==> src/rtl/cpu_pkg.sv <==
// Shared encodings for the 8-bit CPU fetch/decode sequencer:
// FSM state encoding, opcode map constants and the decoded opcode class.
package cpu_pkg;

    typedef enum logic [2:0] {
        S_FETCH_OP  = 3'd0,
        S_FETCH_ARG = 3'd1,
        S_EXECUTE   = 3'd2,
        S_EXEC_WAIT = 3'd3,
        S_HALTED    = 3'd4
    } fcu_state_t;

    localparam logic [7:0] OP_NOP  = 8'h00;
    localparam logic [7:0] OP_JMP  = 8'h10;
    localparam logic [7:0] OP_JZ   = 8'h11;
    localparam logic [7:0] OP_HALT = 8'hFF;

    // ALU opcodes come in two bands: one-byte and two-byte (with operand)
    localparam logic [7:0] ALU1_LO = 8'h01;
    localparam logic [7:0] ALU1_HI = 8'h0F;
    localparam logic [7:0] ALU2_LO = 8'h20;
    localparam logic [7:0] ALU2_HI = 8'h3F;

    typedef struct packed {
        logic two_byte;
        logic is_alu;
        logic is_branch;
        logic is_halt;
        logic illegal;
    } op_class_t;

endpackage

==> src/rtl/opcode_decoder.sv <==
// Combinational opcode classifier: opcode -> {two_byte, is_alu, is_branch, is_halt, illegal}.
module opcode_decoder
    import cpu_pkg::*;
#(
    parameter int DATA_W = 8
) (
    input  logic [DATA_W-1:0] opcode,
    output op_class_t         op_class
);

    logic nop, jmp, jz, halt, alu1, alu2;

    assign nop  = (opcode == DATA_W'(OP_NOP));
    assign jmp  = (opcode == DATA_W'(OP_JMP));
    assign jz   = (opcode == DATA_W'(OP_JZ));
    assign halt = (opcode == DATA_W'(OP_HALT));
    assign alu1 = (opcode >= DATA_W'(ALU1_LO)) && (opcode <= DATA_W'(ALU1_HI));
    assign alu2 = (opcode >= DATA_W'(ALU2_LO)) && (opcode <= DATA_W'(ALU2_HI));

    assign op_class.two_byte  = jmp | jz | alu2;
    assign op_class.is_alu    = alu1 | alu2;
    assign op_class.is_branch = jmp | jz;
    assign op_class.is_halt   = halt;
    assign op_class.illegal   = ~(nop | jmp | jz | halt | alu1 | alu2);

endmodule

==> src/rtl/fetch_control_unit.sv <==
// Fetch/decode sequencer driving program_counter and handing ALU ops to the datapath.
// Optional macro ILLEGAL_TRAP_EN: illegal opcodes jump to TRAP_VECTOR instead of acting as NOP.
module fetch_control_unit
    import cpu_pkg::*;
#(
    parameter int                ADDR_W      = 8,
    parameter int                DATA_W      = 8,
    parameter logic [ADDR_W-1:0] TRAP_VECTOR = ADDR_W'(8'hF0)
) (
    input  logic              clk,
    input  logic              reset,
    input  logic [ADDR_W-1:0] count,
    input  logic [DATA_W-1:0] mem_data,
    input  logic              mem_ready,
    input  logic              zero_flag,
    input  logic              exec_ready,
    output logic              mem_rd,
    output logic [ADDR_W-1:0] mem_addr,
    output logic              IncPC,
    output logic              LoadPC,
    output logic [ADDR_W-1:0] new_count,
    output logic              exec_valid,
    output logic [DATA_W-1:0] exec_op,
    output logic [DATA_W-1:0] exec_arg,
    output logic              halted
);

`ifdef ILLEGAL_TRAP_EN
    localparam logic TRAP_EN = 1'b1;
`else
    localparam logic TRAP_EN = 1'b0;
`endif

    fcu_state_t        state;
    logic [DATA_W-1:0] ir_op;
    logic [DATA_W-1:0] ir_arg;
    logic [DATA_W-1:0] dec_in;
    op_class_t         dec;

    // In FETCH_OP the byte being fetched is classified to pick the next state;
    // everywhere else the latched opcode is what matters.
    assign dec_in = (state == S_FETCH_OP) ? mem_data : ir_op;

    opcode_decoder #(.DATA_W(DATA_W)) u_dec (
        .opcode   (dec_in),
        .op_class (dec)
    );

    always_ff @(posedge clk) begin
        if (!reset) begin
            state  <= S_FETCH_OP;
            ir_op  <= '0;
            ir_arg <= '0;
        end else begin
            unique case (state)
                S_FETCH_OP: if (mem_ready) begin
                    ir_op  <= mem_data;
                    ir_arg <= '0;
                    state  <= dec.two_byte ? S_FETCH_ARG : S_EXECUTE;
                end
                S_FETCH_ARG: if (mem_ready) begin
                    ir_arg <= mem_data;
                    state  <= S_EXECUTE;
                end
                S_EXECUTE: begin
                    if (dec.is_alu)       state <= S_EXEC_WAIT;
                    else if (dec.is_halt) state <= S_HALTED;
                    else                  state <= S_FETCH_OP;
                end
                S_EXEC_WAIT: if (exec_ready) state <= S_FETCH_OP;
                S_HALTED:    state <= S_HALTED;
                default:     state <= S_FETCH_OP;
            endcase
        end
    end

    // Outputs decode from the state register; everything is forced low during reset.
    always_comb begin
        mem_rd     = 1'b0;
        mem_addr   = '0;
        IncPC      = 1'b0;
        LoadPC     = 1'b0;
        new_count  = '0;
        exec_valid = 1'b0;
        exec_op    = '0;
        exec_arg   = '0;
        halted     = 1'b0;
        if (reset) begin
            mem_addr = count;
            unique case (state)
                S_FETCH_OP, S_FETCH_ARG: begin
                    mem_rd = 1'b1;
                    IncPC  = mem_ready;
                end
                S_EXECUTE: begin
                    if (dec.is_branch && (ir_op == DATA_W'(OP_JMP) || zero_flag)) begin
                        LoadPC    = 1'b1;
                        new_count = ADDR_W'(ir_arg);
                    end else if (TRAP_EN && dec.illegal) begin
                        LoadPC    = 1'b1;
                        new_count = TRAP_VECTOR;
                    end
                end
                S_EXEC_WAIT: begin
                    exec_valid = 1'b1;
                    exec_op    = ir_op;
                    exec_arg   = ir_arg;
                end
                S_HALTED: halted = 1'b1;
                default: ;
            endcase
        end
    end

endmodule

==> config.mk <==
export PLATFORM = sky130hd
export DESIGN_NAME = fetch_control_unit
export DESIGN_NICKNAME = d
export VERILOG_FILES = /design/src/rtl/cpu_pkg.sv /design/src/rtl/opcode_decoder.sv /design/src/rtl/fetch_control_unit.sv
export SDC_FILE = /design/constraint.sdc
export NUM_CORES = 1
export LEC_CHECK = 0
export CORE_MARGIN = 2
export CORE_UTILIZATION = 43
export CTS_CLUSTER_DIAMETER = 80
export DETAILED_ROUTE_END_ITERATION = 8
export MAX_ROUTING_LAYER = met4
export PLACE_DENSITY = 0.91
export SYNTH_ARGS = -nofsm -noshare
export SYNTH_HDL_FRONTEND = slang
export SYNTH_SLANG_ARGS = --single-unit
==> constraint.sdc <==
create_clock -name clk -period 4.2 [get_ports clk]
set_input_delay 0.42 -clock clk [delete_from_list [all_inputs] [get_ports clk]]
set_output_delay 0.42 -clock clk [all_outputs]
set_load 0.02 [all_outputs]
==> flow_metrics.py <==
metrics = {
    "power": {
        "clockPowerShare": 0.232,
        "p_leak_nw": 0.6279,
        "p_per_area_nw_per_um2": 230.0,
        "switching_power_mw": 0.1311,
        "pwr-share-comb": 0.264,
        "seqPwrFrac": 0.504,
        "total_power_mw": 0.4078,
        "switching_share": 0.3214,
        "peakVddDrop_mv": 0.2153,
        "p_int_mw": 0.2767,
    },
    "setup_path": {
        "critical_path_class": "input pin to primary output",
        "critPathSlowestCell": "clkdlybuf4s50_1",
        "rr_startpoint": "state[0]",
        "endpoint_kind": "primary output",
        "crit_required_ps": 3780,
        "max_stage_delay_ps": 610,
        "worst_ep_arrival_time_ps": 2760,
        "path_max_fanout": 29,
        "cpMostUsedCell": "clkdlybuf4s50_1",
        "start_kind": "input pin",
        "r2r_end": "state[1]",
        "crit_path_cell_trace": "clkdlybuf4s50_1 > buf_4 > nor2b_1 > and3_1 > inv_1 > nor2_1 > clkdlybuf4s50_1",
        "rrSetupSlack_ps": 2470,
        "startpoint": "reset",
        "worst_r2r_path_depth": 3,
    },
    "global_route": {
        "grt_antenna_before_repair": 0,
        "grt_max_degree": 30,
        "grt_pass1_vias": 1230,
        "grt.overflow.total": 0,
        "track_usage": 0.2151,
        "grt_pass1_wl_um": 5361,
    },
    "logic_synthesis": {
        "avgSynthCellArea_um2": 7.467,
        "synth-seq-cells": 19,
        "yosysTopAreaCell": "dfxtp_1",
        "yosys.area_share.simple": 0.4619,
        "synthXorXnorAreaFrac": 0,
        "synth_top_family_by_area": "simple AND/OR/NAND/NOR gates",
        "yosys-top-cells-area": "dfxtp_1 (33%), and2_1 (18%), a21boi_0 (10%)",
        "synth.area.mux_share": 0.008593,
        "yosysTopAreaCellShare": 0.3265,
        "syn_area_um2": 1165,
        "seq_area_frac_synth": 0.3265,
        "yosys_warnings": 0,
        "netlist_instances": 156,
        "synth_fp_nets": 177,
        "synth_cell_type_count": 24,
        "synthAdderAreaFrac": 0,
        "synth_compound_area_frac": 0.1676,
    },
    "timing": {
        "timing.fmax_mhz": 314.1,
        "layout_setup_ws_ps": 1016,
        "relSlewSlack": 0.5997,
        "setup_viol": 0,
        "rsz0062_at_grt": "no",
        "hold_viol_final": 0,
        "layout_min_cycle_time_ps": 3184,
        "fin_skew_ps": 0.9335,
        "tightest_slew_ps": 595.0,
        "finalMaxSlewViolations": 0,
        "fin_crit_sh": 0.7581,
        "setup_tns_ps": 0,
    },
    "cells_and_area": {
        "n_fill_cell": 226,
        "areaGrowthSynthToFinish_pct": 52.20,
        "seq_area_um2": 380.4,
        "layout.cells.non_filler": 240,
        "diodes": 0,
        "final_nets": 232,
        "fin_area_um2": 1773,
        "drive_gt1_frac": 0.02857,
        "multi_input_area_um2": 743.2,
    },
    "drt": {
        "routed_wl_um": 3340,
        "ant_nets": 0,
        "wl_per_cell_um": 13.92,
        "drt_iter0_drc": 60,
        "vias": 1308,
        "vias_per_cell": 5.450,
        "drc": 0,
        "drt_pass1_iterations": 4,
    },
    "cts": {
        "numCtsBuffers": 3,
        "htreeDepth": 1,
        "clk_latency_ps": 290,
        "cts_root_buffer": "clkbuf_4",
        "cts-hold-fix-buffers": 0,
        "clkSlewWorstSetupHoldPaths_ps": 110,
        "ctsLongestPathBuffers": 2,
        "post_cts_resize_count": 0,
        "post-cts-setup-buffers": 0,
        "clock_sinks": 19,
        "cts_tree": "yes",
    },
    "placement": {
        "dp_hpwl_um": 2597,
        "port_buffers": 57,
        "pre_cts_ws_ps": 1028,
        "dp_cells": 236,
        "gp_congestion": 0.9858,
        "dpl_cell_area_um2": 1747,
    },
    "die": {
        "row_count": 18,
        "die_x_um": 56.05,
        "die_area_um2": 3141,
        "core-area_um2": 2522,
        "fp.dieH_um": 56.05,
        "io_pins": 58,
        "initial_core_util": 0.4618,
    },
    "worst_hold_path": {
        "hold_end": "ir_arg[0]",
        "min_delay_path_depth": 2,
        "hold_path_class": "flip-flop to flip-flop",
        "worstHoldStart": "ir_arg[0]",
    },
    "job": {
        "drv_cap": 0,
    },
    "run_status": {
        "outcome": "completed",
    },
}
-- layout make-up --
class / instances / share of cell area
sequential: 19 / 0.2145
tap: 30 / 0.02117
multi-input combinational: 127 / 0.4192
clock buffer: 4 / 0.01482
timing repair buffer: 58 / 0.3260
inverter: 2 / 0.004234
-- metal layers --
metal / vias to the layer above / share of wire / GRT usage
met5: - / 0 / -
met4: 0 / 0.0075 / 0.06463
met3: 6 / 0.085 / 0.02093
met2: 65 / 0.50 / 0.3697
met1: 597 / 0.41 / 0.2660
li1: 640 / - / -
-- registers in the layout (all words and copies together) (netlist names) --
register / count
ir_op: 8
state: 3
ir_arg: 8
-- synthesized netlist by cell type --
| cell | count |
|---|---|
| o221ai_1 | 1 |
| nor3_4 | 2 |
| nand3_1 | 9 |
| nor2b_1 | 3 |
| nor4_1 | 3 |
| nor2_1 | 7 |
| and2_1 | 34 |
| o211ai_1 | 2 |
| clkbuf_1 | 5 |
| nor4b_1 | 1 |
| nand4_1 | 3 |
| mux2i_1 | 1 |
| and3_1 | 4 |
| buf_2 | 3 |
| o21a_1 | 1 |
| a21boi_0 | 16 |
| a21oi_1 | 5 |
| o21ai_0 | 2 |
| nand2_1 | 28 |
| nand4bb_1 | 1 |
| inv_1 | 2 |
| nor3_1 | 3 |
| o311ai_1 | 1 |
| dfxtp_1 | 19 |
-- power groups by stage --
stage	Sequential, mW	Combinational (mW)	Clock [mW]
after floorplan	0.203	0.0621	0
after global placement	0.208	0.101	0
after detailed placement	0.209	0.106	0
after CTS	0.205	0.106	0.0957
after global routing	0.207	0.116	0.102
final	0.205	0.108	0.0948
-- through the flow --
| step | util | hold WS (ps) |
|---|---|---|
| final | 0.7029 | 474.1 |
| after global routing | 0.7029 | 496.7 |
| after CTS | 0.7029 | 480.2 |
| after global placement | 0.6925 | 452.4 |
| after floorplan | - | 444.8 |
| after detailed placement | 0.6925 | 465.9 |
-- cell families after synthesis --
kind of cell / after synthesis
and+or+nand+nor: 98
AOI/OAI and AO/OA: 28
DFF: 19
buffers and inverters: 10
muxes: 1
-- how the worst max path moves through the flow --
stage | slack (ps) | cells past startpoint | to
after floorplan | 2280 | 4 | new_count[0]
after global placement | 1130 | 7 | exec_op[0]
after detailed placement | 1030 | 7 | exec_op[0]
after CTS | 1020 | 7 | exec_op[0]
after global routing | 810 | 7 | exec_op[0]
final | 1020 | 7 | exec_op[0]
-- critical path: cells and delay by family --
kind | cells | cell delay [ps]
buffers and inverters | 4 | 1430
AND/OR/NAND/NOR | 3 | 900
-- cells in the final DEF (no fill, tap or decap) --
cell,count
clkdlybuf4s50_1,57
and2_1,34
nand2_1,28
dfxtp_1,19
a21boi_0,16
nand3_1,9
nor2_1,7
a21oi_1,5
and3_1,4
nor4_1,3
nor2b_1,3
nand4_1,3
nor3_1,3
clkbuf_4,3
nor3_4,2
inv_1,2
o21ai_0,2
o211ai_1,2
mux2i_1,1
o311ai_1,1
nor4b_1,1
o21a_1,1
nand4bb_1,1
o221ai_1,1
clkbuf_1,1
buf_4,1
Note: power is estimated with default switching activity, not from simulation.
